`config.mk`:
```
export PLATFORM = sky130hd
export DESIGN_NAME = controle_acumulador
export DESIGN_NICKNAME = d
export VERILOG_FILES = /design/src/rtl/controle_acumulador.sv
export SDC_FILE = /design/constraint.sdc
export NUM_CORES = 1
export LEC_CHECK = 0
export CAP_MARGIN = 20
export CORE_ASPECT_RATIO = 1.2
export CORE_MARGIN = 1
export CORE_UTILIZATION = 50
export DETAILED_ROUTE_END_ITERATION = 12
export GPL_TIMING_DRIVEN = 0
export PLACE_DENSITY_LB_ADDON = 0.05
export REMOVE_ABC_BUFFERS = 1
export SYNTH_ARGS = -nofsm -noshare
export SYNTH_HDL_FRONTEND = slang
export SYNTH_SLANG_ARGS = --single-unit
```
`constraint.sdc`:
```
create_clock -name Clock -period 2.15 [get_ports Clock]
set_clock_uncertainty 0.05 [all_clocks]
set_input_delay 0.43 -clock Clock [delete_from_list [all_inputs] [get_ports Clock]]
set_output_delay 0.43 -clock Clock [all_outputs]
set_load 0.03 [all_outputs]
```
`src/rtl/controle_acumulador.sv`:
```
// Sequencer for an external accumulator: it sums Count memory words starting at BaseAddr.
// Every output comes from a flip-flop because Load and Transfer act as clocks downstream.
module controle_acumulador #(
  parameter int ADDR_W = 8,
  parameter int DATA_W = 16
) (
  input  logic              Clock,
  input  logic              Reset_n,
  input  logic              Start,
  input  logic              Abort,
  input  logic [ADDR_W-1:0] BaseAddr,
  input  logic [ADDR_W-1:0] Count,
  output logic [ADDR_W-1:0] MemAddr,
  output logic              MemRead,
  output logic              Load,
  output logic              Transfer,
  output logic              Clear,
  output logic              Busy,
  output logic              Done
);

  // The data path (MemData -> accumulator DataIN) bypasses this block; the width is only checked.
  if (DATA_W < 1) begin : g_bad_data_w
    $error("DATA_W must be at least 1");
  end

  typedef enum logic [2:0] {
    S_IDLE,
    S_CLR,
    S_READ,
    S_WAIT,
    S_LOAD,
    S_XFER,
    S_DONE
  } state_t;

  state_t            r_state;
  state_t            w_next;
  logic [ADDR_W-1:0] r_addr;
  logic [ADDR_W-1:0] r_remaining;

  // NOTE: every signal assigned in always_comb gets a default first so no latch is inferred.
  always_comb begin
    w_next = r_state;
    unique case (r_state)
      S_IDLE: if (Start) w_next = S_CLR;
      S_CLR:  w_next = (r_remaining != '0) ? S_READ : S_DONE;
      S_READ: w_next = S_WAIT;
      S_WAIT: w_next = S_LOAD;
      S_LOAD: w_next = S_XFER;
      S_XFER: w_next = (r_remaining == ADDR_W'(1)) ? S_DONE : S_READ;
      S_DONE: w_next = S_IDLE;
      default: w_next = S_IDLE;
    endcase
    if (Abort && (r_state != S_IDLE)) w_next = S_IDLE;
  end

  // NOTE: sequential state uses non-blocking assignments so all flops update together at the edge.
  always_ff @(posedge Clock or negedge Reset_n) begin
    if (!Reset_n) begin
      r_state <= S_IDLE;
    end else begin
      r_state <= w_next;
    end
  end

  always_ff @(posedge Clock or negedge Reset_n) begin
    if (!Reset_n) begin
      r_addr      <= '0;
      r_remaining <= '0;
    end else if ((r_state == S_IDLE) && Start) begin
      r_addr      <= BaseAddr;
      r_remaining <= Count;
    end else if (r_state == S_XFER) begin
      r_addr      <= r_addr + ADDR_W'(1);
      r_remaining <= r_remaining - ADDR_W'(1);
    end
  end

  // NOTE: outputs are decoded from the next state and registered, so each strobe is high
  // exactly while its state is current and never glitches.
  always_ff @(posedge Clock or negedge Reset_n) begin
    if (!Reset_n) begin
      MemAddr  <= '0;
      MemRead  <= 1'b0;
      Load     <= 1'b0;
      Transfer <= 1'b0;
      Clear    <= 1'b0;
      Busy     <= 1'b0;
      Done     <= 1'b0;
    end else begin
      MemRead  <= (w_next == S_READ);
      Load     <= (w_next == S_LOAD);
      Transfer <= (w_next == S_XFER);
      Clear    <= (w_next == S_CLR);
      Busy     <= (w_next != S_IDLE);
      Done     <= (w_next == S_DONE);
      // Leaving XFER the counter has not stepped yet, so the next address is taken one ahead.
      if (w_next == S_READ) begin
        MemAddr <= (r_state == S_XFER) ? (r_addr + ADDR_W'(1)) : r_addr;
      end
    end
  end

endmodule
```
# After elaboration in Yosys (flattened, before gate mapping)
# Index checks and enable logic that the tools add are counted.
[totals] register_bits=33
[classes] n_addsub=2 eq_ne=11 n_mux=9 n_reduce_logical=7
[ops] op="$mux W8" count=4
[ops] op="$pmux W3 S6" count=1
[ops] op="$eq A3 B3 Y1 const B" count=5
[ops] op="$mux W3" count=4
[ops] op="$eq A3 B2 Y1 const B" count=3
[ops] op="$add A8 B1 Y8 const B" count=1
[ops] op="$eq A8 B1 Y1 const B" count=1
[ops] op="$reduce_bool A8 Y1" count=1
[ops] op="$sub A8 B1 Y8 const B" count=1
[ops] op="$eq A3 B1 Y1 const B" count=2
[ops] op="$reduce_bool A3 Y1" count=2
[ops] op="$logic_not A3 Y1" count=1
[ops] op="$logic_and A1 B1 Y1" count=2
[ops] op="$reduce_bool A2 Y1" count=1

# Depth between registers and ports, before layout
[logic_depth] depth_word=5 mapped_depth=7

# Worst setup path after synthesis
# Ideal clock, no wire load.
[synth_timing] kind="reg-to-reg" startpoint="register r_remaining[0]" endpoint="register MemAddr[0]" setup_time_ps=79 arrival_ps=1443 t_required_ps=2021 setup_slack_ps=578 path_stages_with_launch=8 path_buffers=1 synth_period_minus_slack_ps=1572 cell_sequence="dfrtp_1 inv_1 ha_1 nor4bb_4 a21oi_1 o21ai_1 buf_6 mux2i_1"
[synth_between] elab_chain_len=5
[synth_rtl] element="from (decl)" line_no="40" source="logic [ADDR_W-1:0] r_remaining;"
[synth_rtl] element="from (signal assigned)" line_no="73" source="r_remaining <= Count;"
[synth_rtl] element="from (signal assigned)" line_no="76" source="r_remaining <= r_remaining - ADDR_W'(1);"
[synth_rtl] element="$eq A8 B1 Y1 / $reduce_bool A8 Y1 (equally long branches)" line_no="51, 47"
[synth_rtl] element="$mux W3, on equally long branches" line_no="51, 47"
[synth_rtl] element="$pmux W3 S6 (*)" line_no="45" source="unique case (r_state)"
[synth_rtl] element="$mux W3 (*)" line_no="55" source="if (Abort && (r_state != S_IDLE)) w_next = S_IDLE;"
[synth_rtl] element="$eq A3 B2 Y1 (*)" line_no="99" source="if (w_next == S_READ) begin"
[synth_rtl] element="to (signal assigned)" line_no="100" source="MemAddr <= (r_state == S_XFER) ? (r_addr + ADDR_W'(1)) : r_addr;"
[synth_rtl] element="to (decl)" line_no="13" source="output logic [ADDR_W-1:0] MemAddr,"
# Every way passes the cells marked *; elsewhere a longest branch is shown, timed or not.
# A chain may end at the register's enable or synchronous reset.

# Final worst setup path
# Ends and elaborated chain as after synthesis.

==> out/qor.csv <==
metric,value,unit
status,finished clean,
clk_pin_slew_worst_paths,0.09,ns
combPwrFrac,0.447,
antenna_cells,0,
drv_slew,0,
p_leak,0.943,nW
period_needed,1.89,ns
synth_xor_area_frac,0.0632,
drt-vias-per-instance,5.27,
grt_max_degree,34,
grt_busiest_layer,met2,
fillers,276,
io_buffers,33,
yosysTopAreaCell,dfrtp_1,
drive_gt1_frac,0.116,
cts_buffers,5,
p_sw_frac,0.415,
critical_path_required,2.35,ns
syn_inst,157,
cts_tree,built,
grt_antenna_before_repair,0,
yosys.area_share.simple,0.202,
post-route-period-util,0.878,
layout_common_cells,"33 x dfrtp_1, 32 x clkdlybuf4s50_1, 21 x nor2_1",
synth_fa_ha_area_frac,0.0301,
switchingPower,1.12,mW
synth_area_per_cell,10.6,sq um
p_clk_frac,0.130,
p_seq_frac,0.423,
synth_top_area_share,0.496,
initial_utilization,0.535,
die_area,3560,sq um
drv_cap,0,
ys_warn_count,0,
grtUsageTotal,0.206,
area_delta_synth_final,23.7,%
multi_input_area,754,sq um
synth_top_family_by_area,simple AND/OR/NAND/NOR gates,
rsz0062_at_grt,false,
layout_commonest_cell,dfrtp_1,
start_kind,flip-flop,
dpl.hpwl,2120,um
first_global_vias,1201,
muxShareOfSynthArea,0.0602,
worstSkewPairLatency,0.33,ns
route.antenna.remaining_nets,0,
ios,34,
tightest_slew,0.721,ns
die_y,65.2,um
register_area,826,sq um
worstHoldPathType,input pin to asynchronous set/reset pin,
setup_viol,0,
drc,0,
dr.pass1.iters,4,
grt_util_met2,0.328,
gp_congestion,0.855,
row_count,22,
worstPathArrival,2.09,ns
coreArea,3110,sq um
intPower,1.58,mW
cts_sinks,33,
p_per_area,1320,nW/um^2
endpoint_kind,flip-flop,
synth_area,1660,sq um
grt_pass1_wl,5260,um
use_met3,0.0648,
vias,1191,
ys_seq_elements,33,
grt_util_met1,0.253,
place_area,1980,sq um
seq_area_frac_synth,0.496,
fin_tns_setup,0,ns
max_freq,530,MHz
cts_hold_buffers,0,
slew_headroom,0.519,
wl,2980,um
h-tree-depth,2,
hold_viol,0,
drtIter0Drc,22,
netlist-cell-type-count,36,
synth_compound_area_frac,0.0857,
grt-ovfl-total,0,
stdcell_area,2060,sq um
cts.path.max_buffers,2,
ir_worst_vdd,0.747,mV
layout.nets,214,
die_w,54.7,um
setup.worst_path.class,flip-flop to flip-flop,
synthTopCellsByArea,"dfrtp_1 50%, mux2i_1 6.0%, nor2_1 4.7%, a21oi_1 3.3%, xnor2_1 3.2%",
wl_per_cell,13.2,um
clock-root-buffer,clkbuf_4,
final_core_util,0.662,
cp_max_fo,9,
-- layer usage --
layer | up-vias | part of all wire
met5 | - | 0
met2 | 29 | 0.49
met3 | 5 | 0.052
met4 | 0 | 0.017
met1 | 560 | 0.44
li1 | 597 | -
-- worst max-delay path: stages (launching register included) --
cell,delay [ns]
dfrtp_1,0.46
inv_1,0.11
ha_1,0.15
nor4bb_4,0.30
a21oi_1,0.11
o21ai_4,0.39
mux2i_1,0.24
-- synth_stat cells, drive strengths merged --
library cell and n:
ha 4, dfrtp 33, nand3 4, nand3b 2, nor2 22, nor4bb 2
buf 6, a31oi 2, o21ai 7, inv 14, mux2i 10, clkbuf 1
nand2 9, xor2 6, nor4 2, a21oi 11, nand4b 3, nand4 2
or3 1, and2 1, o211ai 1, a211o 1, and3b 1, xnor2 6
a221o 2, nor3 4
-- flip-flops by register name (all words and copies together) (netlist names) --
| register | flops |
|---|---|
| MemAddr | 8 |
| Load | 1 |
| r_addr | 8 |
| r_remaining | 8 |
| Done | 1 |
| MemRead | 1 |
| r_state | 3 |
| Busy | 1 |
| Clear | 1 |
| Transfer | 1 |
-- repair_timing --
item | CTS | global route
gates resized for setup | 1 | 2
setup endpoints to repair | 9 | 6
buffers inserted | 0 | 0
-- area by class of cell --
class	count	area share
multi-input combinational	103	0.367
sequential	33	0.401
tap	36	0.0219
clock buffer	7	0.0267
timing repair buffer	33	0.158
inverter	14	0.0255
-- power groups by stage --
stage	combinational (mW)	sequential, mW	clock, mW
5_1_grt	1.35	1.19	0.394
3_3_place_gp	1.17	1.14	0
6_report	1.21	1.14	0.352
4_1_cts	1.21	1.14	0.370
3_5_place_dp	1.20	1.16	0
2_1_floorplan	0.649	1.30	0
-- per-stage QoR --
step | setup slack, ns | total power, mW | hold slack, ns | instances
6_report | 0.263 | 2.71 | 0.0986 | 226
5_1_grt | 0.137 | 2.93 | 0.147 | 226
3_5_place_dp | -0.528 | 2.36 | 0.463 | 219
4_1_cts | 0.0806 | 2.73 | 0.110 | 226
3_3_place_gp | -0.473 | 2.31 | 0.459 | 219
2_1_floorplan | 0.163 | 1.95 | 0.0844 | 150
-- worst paths after layout --
kind / startpoint / endpoint / slack [ns] / cells after the start
worst max-delay path: r_remaining[0] / MemAddr[0] / 0.26 / 6
worst min-delay path: Reset_n / Transfer / 0.1 / 1
worst max register to register: r_remaining[0] / MemAddr[0] / 0.26 / 6
worst min register to register: MemAddr[5] / MemAddr[5] / 0.47 / 2
max in group asynchronous: Reset_n / MemAddr[1] / 1.49 / 1
min in group Clock: MemAddr[5] / MemAddr[5] / 0.47 / 2
-- logic make-up after synthesis --
kind of cell               count (synthesis)
AOI/OAI and AO/OA                         24
xor gates and xnor gates                  12
adders and majority gates                  4
buffers and inverters                     21
DFF                                       33
muxes                                     10
and+or+nand+nor                           53
Power figures use the tool's default switching activity.
